$ cat src/rtl/uart_pkg.sv
// Shared types and helpers for the UART receive path: FSM state encoding,
// majority vote and parameter legality checks.
package uart_pkg;

    typedef enum logic [2:0] {
        StIdle,
        StStart,
        StData,
        StParity,
        StStop,
        StBrkWait
    } rx_state_t;

    function automatic logic maj3(input logic a, input logic b, input logic c);
        return (a & b) | (a & c) | (b & c);
    endfunction

    function automatic bit data_bits_ok(input int unsigned n);
        return (n >= 5) && (n <= 9);
    endfunction

    function automatic bit stop_bits_ok(input int unsigned n);
        return (n == 1) || (n == 2);
    endfunction

    function automatic bit oversample_ok(input int unsigned n);
        return (n >= 8) && (n <= 32) && ((n % 2) == 0);
    endfunction

    function automatic bit sync_stages_ok(input int unsigned n);
        return (n >= 2) && (n <= 4);
    endfunction

endpackage

$ cat src/rtl/uart_parity.sv
// Parity generator: returns the parity bit a sender would append to data
// (even parity, or odd parity when odd is set).
module uart_parity #(
    parameter int unsigned DataWidth = 8
) (
    input  logic [DataWidth-1:0] data,
    input  logic                 odd,
    output logic                 parity
);

    assign parity = (^data) ^ odd;

endmodule

$ cat src/rtl/uart_rx_sampler.sv
// Line front end: input synchroniser, oversample counter and 3-sample
// majority vote centred on the middle of each bit.
module uart_rx_sampler
    import uart_pkg::*;
#(
    parameter int unsigned OversampleRate = 16,
    parameter int unsigned SyncStages     = 2
) (
    input  logic clk_i,
    input  logic reset_i,
    input  logic uart_clk_en_i,
    input  logic uart_rxd_i,
    input  logic idle,
    output logic rxd_s,
    output logic mid_o,
    output logic wrap_o,
    output logic vote_o
);

    localparam int unsigned ScW  = $clog2(OversampleRate);
    localparam int unsigned Half = OversampleRate / 2;

    localparam logic [ScW-1:0] ScFirst  = ScW'(Half - 1);
    localparam logic [ScW-1:0] ScCentre = ScW'(Half);
    localparam logic [ScW-1:0] ScLast   = ScW'(Half + 1);
    localparam logic [ScW-1:0] ScWrap   = ScW'(OversampleRate - 1);

    logic [SyncStages-1:0] sync;
    logic [ScW-1:0]        sc;
    logic                  s_first;
    logic                  s_centre;

    always_ff @(posedge clk_i) begin
        if (reset_i) begin
            sync <= '1;
        end else begin
            sync <= {sync[SyncStages-2:0], uart_rxd_i};
        end
    end

    assign rxd_s = sync[SyncStages-1];

    always_ff @(posedge clk_i) begin
        if (reset_i) begin
            sc       <= '0;
            s_first  <= 1'b1;
            s_centre <= 1'b1;
        end else if (uart_clk_en_i) begin
            if (idle || (sc == ScWrap)) begin
                sc <= '0;
            end else begin
                sc <= sc + 1'b1;
            end
            if (sc == ScFirst) begin
                s_first <= rxd_s;
            end
            if (sc == ScCentre) begin
                s_centre <= rxd_s;
            end
        end
    end

    // The third sample is the live line value on the resolving tick.
    assign mid_o  = uart_clk_en_i && (sc == ScLast);
    assign wrap_o = uart_clk_en_i && (sc == ScWrap);
    assign vote_o = maj3(s_first, s_centre, rxd_s);

endmodule

$ cat src/rtl/uart_rx_ext.sv
// UART receiver: configurable data/parity/stop format with false-start
// rejection and break detection, timed by the shared oversample tick.
module uart_rx_ext
    import uart_pkg::*;
#(
    parameter int unsigned DataBits       = 8,
    parameter string       ParityBit      = "none",
    parameter int unsigned StopBits       = 1,
    parameter int unsigned OversampleRate = 16,
    parameter int unsigned SyncStages     = 2
) (
    input  logic                clk_i,
    input  logic                reset_i,
    input  logic                uart_clk_en_i,
    input  logic                uart_rxd_i,
    output logic [DataBits-1:0] data_o,
    output logic                data_valid_o,
    output logic                frame_error_o,
    output logic                parity_error_o,
    output logic                break_o,
    output logic                busy_o
);

    localparam bit          ParityEn  = (ParityBit != "none");
    localparam bit          ParityOdd = (ParityBit == "odd");
    localparam int unsigned CntW      = $clog2(DataBits + 1);

    localparam logic [CntW-1:0] LastBit  = CntW'(DataBits);
    localparam logic            LastStop = 1'(StopBits - 1);

    if (!data_bits_ok(DataBits)) begin : g_bad_data_bits
        $error("uart_rx_ext: DataBits must be in 5..9");
    end
    if (!stop_bits_ok(StopBits)) begin : g_bad_stop_bits
        $error("uart_rx_ext: StopBits must be 1 or 2");
    end
    if (!oversample_ok(OversampleRate)) begin : g_bad_oversample
        $error("uart_rx_ext: OversampleRate must be even and in 8..32");
    end
    if (!sync_stages_ok(SyncStages)) begin : g_bad_sync
        $error("uart_rx_ext: SyncStages must be in 2..4");
    end
    if ((ParityBit != "none") && (ParityBit != "even") && (ParityBit != "odd")) begin : g_bad_par
        $error("uart_rx_ext: ParityBit must be none, even or odd");
    end

    rx_state_t           state;
    logic [CntW-1:0]     bit_cnt;
    logic [DataBits-1:0] shreg;
    logic                parity_err;
    logic                par_sample;
    logic                stop_bad;
    logic                stop_cnt;

    logic rxd_s;
    logic mid;
    logic wrap;
    logic vote;
    logic exp_parity;
    logic stop_bad_now;
    logic is_break;

    uart_rx_sampler #(
        .OversampleRate(OversampleRate),
        .SyncStages    (SyncStages)
    ) u_sampler (
        .clk_i        (clk_i),
        .reset_i      (reset_i),
        .uart_clk_en_i(uart_clk_en_i),
        .uart_rxd_i   (uart_rxd_i),
        .idle         (state == StIdle),
        .rxd_s        (rxd_s),
        .mid_o        (mid),
        .wrap_o       (wrap),
        .vote_o       (vote)
    );

    uart_parity #(
        .DataWidth(DataBits)
    ) u_parity (
        .data  (shreg),
        .odd   (ParityOdd),
        .parity(exp_parity)
    );

    assign stop_bad_now = stop_bad | ~vote;
    // A break is an all-low frame: data, parity bit (if any) and stop bit.
    assign is_break     = (shreg == '0) && (!ParityEn || !par_sample) && stop_bad_now;
    assign busy_o       = (state != StIdle);

    always_ff @(posedge clk_i) begin
        if (reset_i) begin
            state          <= StIdle;
            bit_cnt        <= '0;
            shreg          <= '0;
            parity_err     <= 1'b0;
            par_sample     <= 1'b0;
            stop_bad       <= 1'b0;
            stop_cnt       <= 1'b0;
            data_o         <= '0;
            data_valid_o   <= 1'b0;
            frame_error_o  <= 1'b0;
            parity_error_o <= 1'b0;
            break_o        <= 1'b0;
        end else begin
            data_valid_o   <= 1'b0;
            frame_error_o  <= 1'b0;
            parity_error_o <= 1'b0;
            break_o        <= 1'b0;
            if (uart_clk_en_i) begin
                unique case (state)
                    StIdle: begin
                        if (!rxd_s) begin
                            state      <= StStart;
                            bit_cnt    <= '0;
                            parity_err <= 1'b0;
                            par_sample <= 1'b0;
                            stop_bad   <= 1'b0;
                            stop_cnt   <= 1'b0;
                        end
                    end
                    StStart: begin
                        if (mid && vote) begin
                            state <= StIdle;
                        end else if (wrap) begin
                            state <= StData;
                        end
                    end
                    StData: begin
                        if (mid) begin
                            shreg   <= {vote, shreg[DataBits-1:1]};
                            bit_cnt <= bit_cnt + 1'b1;
                        end
                        if (wrap && (bit_cnt == LastBit)) begin
                            state <= ParityEn ? StParity : StStop;
                        end
                    end
                    StParity: begin
                        if (mid) begin
                            par_sample <= vote;
                            parity_err <= vote ^ exp_parity;
                        end
                        if (wrap) begin
                            state <= StStop;
                        end
                    end
                    StStop: begin
                        if (mid) begin
                            stop_bad <= stop_bad_now;
                            // Leave at mid of the last stop bit for half a bit of resync margin.
                            if (stop_cnt == LastStop) begin
                                if (is_break) begin
                                    break_o       <= 1'b1;
                                    frame_error_o <= 1'b1;
                                    state         <= StBrkWait;
                                end else begin
                                    frame_error_o  <= stop_bad_now;
                                    parity_error_o <= parity_err;
                                    data_valid_o   <= ~stop_bad_now & ~parity_err;
                                    if (!stop_bad_now && !parity_err) begin
                                        data_o <= shreg;
                                    end
                                    state <= StIdle;
                                end
                            end
                        end else if (wrap) begin
                            stop_cnt <= stop_cnt + 1'b1;
                        end
                    end
                    StBrkWait: begin
                        if (rxd_s) begin
                            state <= StIdle;
                        end
                    end
                    default: begin
                        state <= StIdle;
                    end
                endcase
            end
        end
    end

endmodule

$ cat config.mk
export PLATFORM = sky130hd
export DESIGN_NAME = uart_rx_ext
export DESIGN_NICKNAME = d
export VERILOG_FILES = /design/src/rtl/uart_pkg.sv /design/src/rtl/uart_parity.sv /design/src/rtl/uart_rx_sampler.sv /design/src/rtl/uart_rx_ext.sv
export SDC_FILE = /design/constraint.sdc
export NUM_CORES = 1
export LEC_CHECK = 0
export BUFFER_PORTS_ARGS = -buffer_cell sky130_fd_sc_hd__buf_2
export CAP_MARGIN = 20
export CORE_UTILIZATION = 58
export CTS_CLUSTER_DIAMETER = 150
export DETAILED_ROUTE_END_ITERATION = 10
export PLACE_DENSITY_LB_ADDON = 0.15
export SYNTH_ARGS = -nofsm -noshare
export SYNTH_HDL_FRONTEND = slang
export SYNTH_SLANG_ARGS = --single-unit
$ cat constraint.sdc
create_clock -name clk_i -period 2.47 [get_ports clk_i]
set_input_delay 0.247 -clock clk_i [delete_from_list [all_inputs] [get_ports clk_i]]
set_output_delay 0.247 -clock clk_i [all_outputs]
set_load 0.01 [all_outputs]
==> flow_summary.ini <==
[synthesis]
syn_avg_cell_area_um2 = 8.378
netlist_instances = 217
synth_edf_count = 0
synth_cell_type_count = 40
synth_compound_area_share_pct = 13.97
ys_seq_area_share_pct = 41.84
netlist_area_um2 = 1818
async_reset_ff_share_pct = 0
ys_ff_latch = 38
synth-adder-area-share_pct = 6.813
muxShareOfSynthArea_pct = 4.955
synth_top_family_by_area = simple AND/OR/NAND/NOR gates
ys.flop_type = dfxtp_1
synth-xor-area-share_pct = 2.409
syn-num-nets = 230
yosys.area_share.simple_pct = 23.68
yosys_warnings = 0

[timing]
fin_crit_sh_pct = 85.46
drv_slew = 0
fin_setup_tns_ps = 0
tightest_slew_ps = 613.5
skew_ps = 13.94
finalHoldViolations = 0
setup_viol = 0
fin_crit_ps = 2111
rsz0062_at_grt = no
maxSlewHeadroom_pct = 59.10
holdWs_ps = 86.46
fmax_ghz = 0.4737

[setup_path]
worstPathRequired_ps = 2690
rrSetupSlack_ps = 360
worst-r2r-cell-count = 6
arrival_ps = 2330
critPathCapture = data_o[5]$_SDFFE_PP0P_
cp_cell_sequence = ha_1 > and4b_1 > nand4b_1 > or3_1 > mux2i_1 > nor2_1
crit_fanout = 8
rr_startpoint = u_sampler.sc[0]$_SDFFE_PP0P_
timing.critical_path.slowest_cell_delay_ps = 570
crit_start = u_sampler.sc[0]$_SDFFE_PP0P_
reg2reg_to = data_o[5]$_SDFFE_PP0P_
path_class = register to register
crit_path_end_kind = register
crit_path_top_delay_cell = or3_1
start_kind = register

[routing]
antenna_left = 0
vias_per_cell = 5.867
via_count = 1543
totalWireLength_um = 3652
drc = 3
drtPass1Iterations = 7
routedWlPerCell_um = 13.89
drtIter0Drc = 85

[clocking]
root_buffer = clkbuf_4
htreeDepth = 2
clk_latency_ps = 340
cts_resized = 0
clockBufferDepth = 2
cts_hold_buf = 0
cts-buffers-inserted = 5
path_clk_slew_ps = 110
clock-sinks = 38
cts_setup_buffers = 0
cts_tree = done

[power]
total_power_w = 0.001093
p_per_area_nw_per_um2 = 555.5
vdd_drop_max_v = 0.0003686
leakagePower_nw = 0.8203

[status]
status = finished, violations left
violations = design-rule violations

[floorplanning]
start_util_pct = 63.73
num_rows = 19
ios = 17
die_w_um = 57.99
die_h_um = 57.99
die_area_um2 = 3362
core_um2 = 2853

[worst_hold_path]
hold_class = primary input to register
holdPathStages = 2

[placed_design]
portBuffers = 16
gp_congestion = 0.8885
dp_hpwl_um = 2534

[global_route]
grt_antenna_before_repair = 0
grt_pass1_wl_um = 6154
grt.total_usage_pct = 24.20
grt_pass1_vias = 1415
grt_start_max_net_pins = 37
grt_overflow = 0

[finish]
drive_gt1_share_pct = 12.93
fin_nets = 244
synthToLayoutAreaGrowth_pct = 8.259
nFillCells = 228
antenna_cells = 0

[flow_run]
maxCapViolations = 0
-- power by group --
group	internal [W]	leakage [nW]	switching, W
Combinational	0.0000189	0.474	0.0000368
Clock	0.000215	0.0395	0.000195
Sequential	0.000617	0.307	0.0000112
-- cell type report --
class                      count  area [um2]  area share (%)
clock buffer                   7       45.04           2.289
clock inverter                 1       30.03           1.526
inverter                      17       63.81           3.242
multi-input combinational    152       942.2           47.87
sequential                    38       760.7           38.65
tap                           31       38.79           1.971
timing repair buffer          17       87.58           4.450
-- synth_stat cells (2+ instances only) --
cell | n | area, um2
inv_1 | 17 | 63.81
mux2i_1 | 9 | 90.09
nand4_1 | 4 | 25.02
or3_1 | 2 | 12.51
nor3_1 | 7 | 35.03
a31oi_1 | 2 | 12.51
a211oi_1 | 3 | 22.52
or2_2 | 4 | 25.02
buf_2 | 2 | 10.01
ha_1 | 9 | 112.6
clkbuf_1 | 6 | 22.52
o21ai_0 | 6 | 30.03
nand2_1 | 25 | 93.84
nand3_1 | 4 | 20.02
xnor2_1 | 4 | 35.03
nand4b_1 | 2 | 17.52
o211ai_1 | 2 | 15.01
nor2_1 | 25 | 93.84
nand2b_1 | 4 | 25.02
a21oi_1 | 17 | 85.08
dfxtp_1 | 38 | 760.7
o21a_1 | 4 | 30.03
o31ai_1 | 2 | 15.01
and2_1 | 3 | 18.77
-- worst max-delay path: cells and delay by family (launching register included) --
kind / cells / cell delay, ps
AND/OR/NAND/NOR: 4 / 1130
flip-flops: 1 / 430
multiplexers: 1 / 250
adder cells (fa/ha/maj): 1 / 170
-- routing by layer --
layer	up-vias	share of wire (%)	global-route usage, %
met5	-	0	0
li1	765	-	-
met4	0	1.9	9.184
met3	9	5.1	7.589
met1	726	46	31.16
met2	43	47	38.10
-- worst min-delay path by stage --
stage / startpoint / to / slack [ps]
after floorplan: uart_rxd_i / u_sampler.sync[0]$_SDFF_PP1_ / 350
after global placement: u_sampler.sync[0]$_SDFF_PP1_ / u_sampler.sync[1]$_SDFF_PP1_ / 400
after detailed placement: u_sampler.sync[0]$_SDFF_PP1_ / u_sampler.sync[1]$_SDFF_PP1_ / 390
after CTS: uart_rxd_i / u_sampler.sync[0]$_SDFF_PP1_ / 70
after global routing: uart_rxd_i / u_sampler.sync[0]$_SDFF_PP1_ / 80
final: uart_rxd_i / u_sampler.sync[0]$_SDFF_PP1_ / 90
-- logic make-up (layout without fill, tap and decap cells) --
group / count (synthesis) / count (layout)
mux: 9 / 9
compound gates: 41 / 41
simple gates: 87 / 87
buf+inv: 27 / 42
flops: 38 / 38
fa+ha+maj: 10 / 10
xor+xnor: 5 / 5
-- registers in the layout (all words and copies together) (netlist names), 2 cells and up --
name	cells
u_sampler.sync	2
u_sampler.sc	4
state	3
data_o	8
shreg	8
bit_cnt	4
-- through the flow --
step                      util (%)  area [um2]  setup WS [ps]  std cells
after global placement       66.36        1893          520.7        255
after floorplan                  -        1818          744.7        217
after global routing         68.99        1968          201.3        263
after detailed placement     66.36        1893          385.7        255
final                        68.99        1968          359.1        263
after CTS                    68.99        1968          363.5        263
-- cell usage in the layout (no fill, tap or decap), drive strengths merged --
cell type	instances
xor2	1
a311oi	1
a2111oi	1
nor2	25
ha	9
a31oi	2
a21o	1
clkbuf	7
mux2i	9
and4bb	1
and4b	1
and2	3
and3b	1
buf	17
o21a	4
nand2b	4
inv	17
nand3b	1
nor3b	1
or3	2
o31ai	2
a211o	1
xnor2	4
a211oi	3
bufinv	1
maj3	1
or3b	1
nand3	4
a32oi	1
dfxtp	38
o21ai	6
nand4b	2
or2	4
o211ai	2
nand4	4
a21oi	17
and4	1
nand2	25
nor3	7
Note: power is estimated with default switching activity, not from simulation.
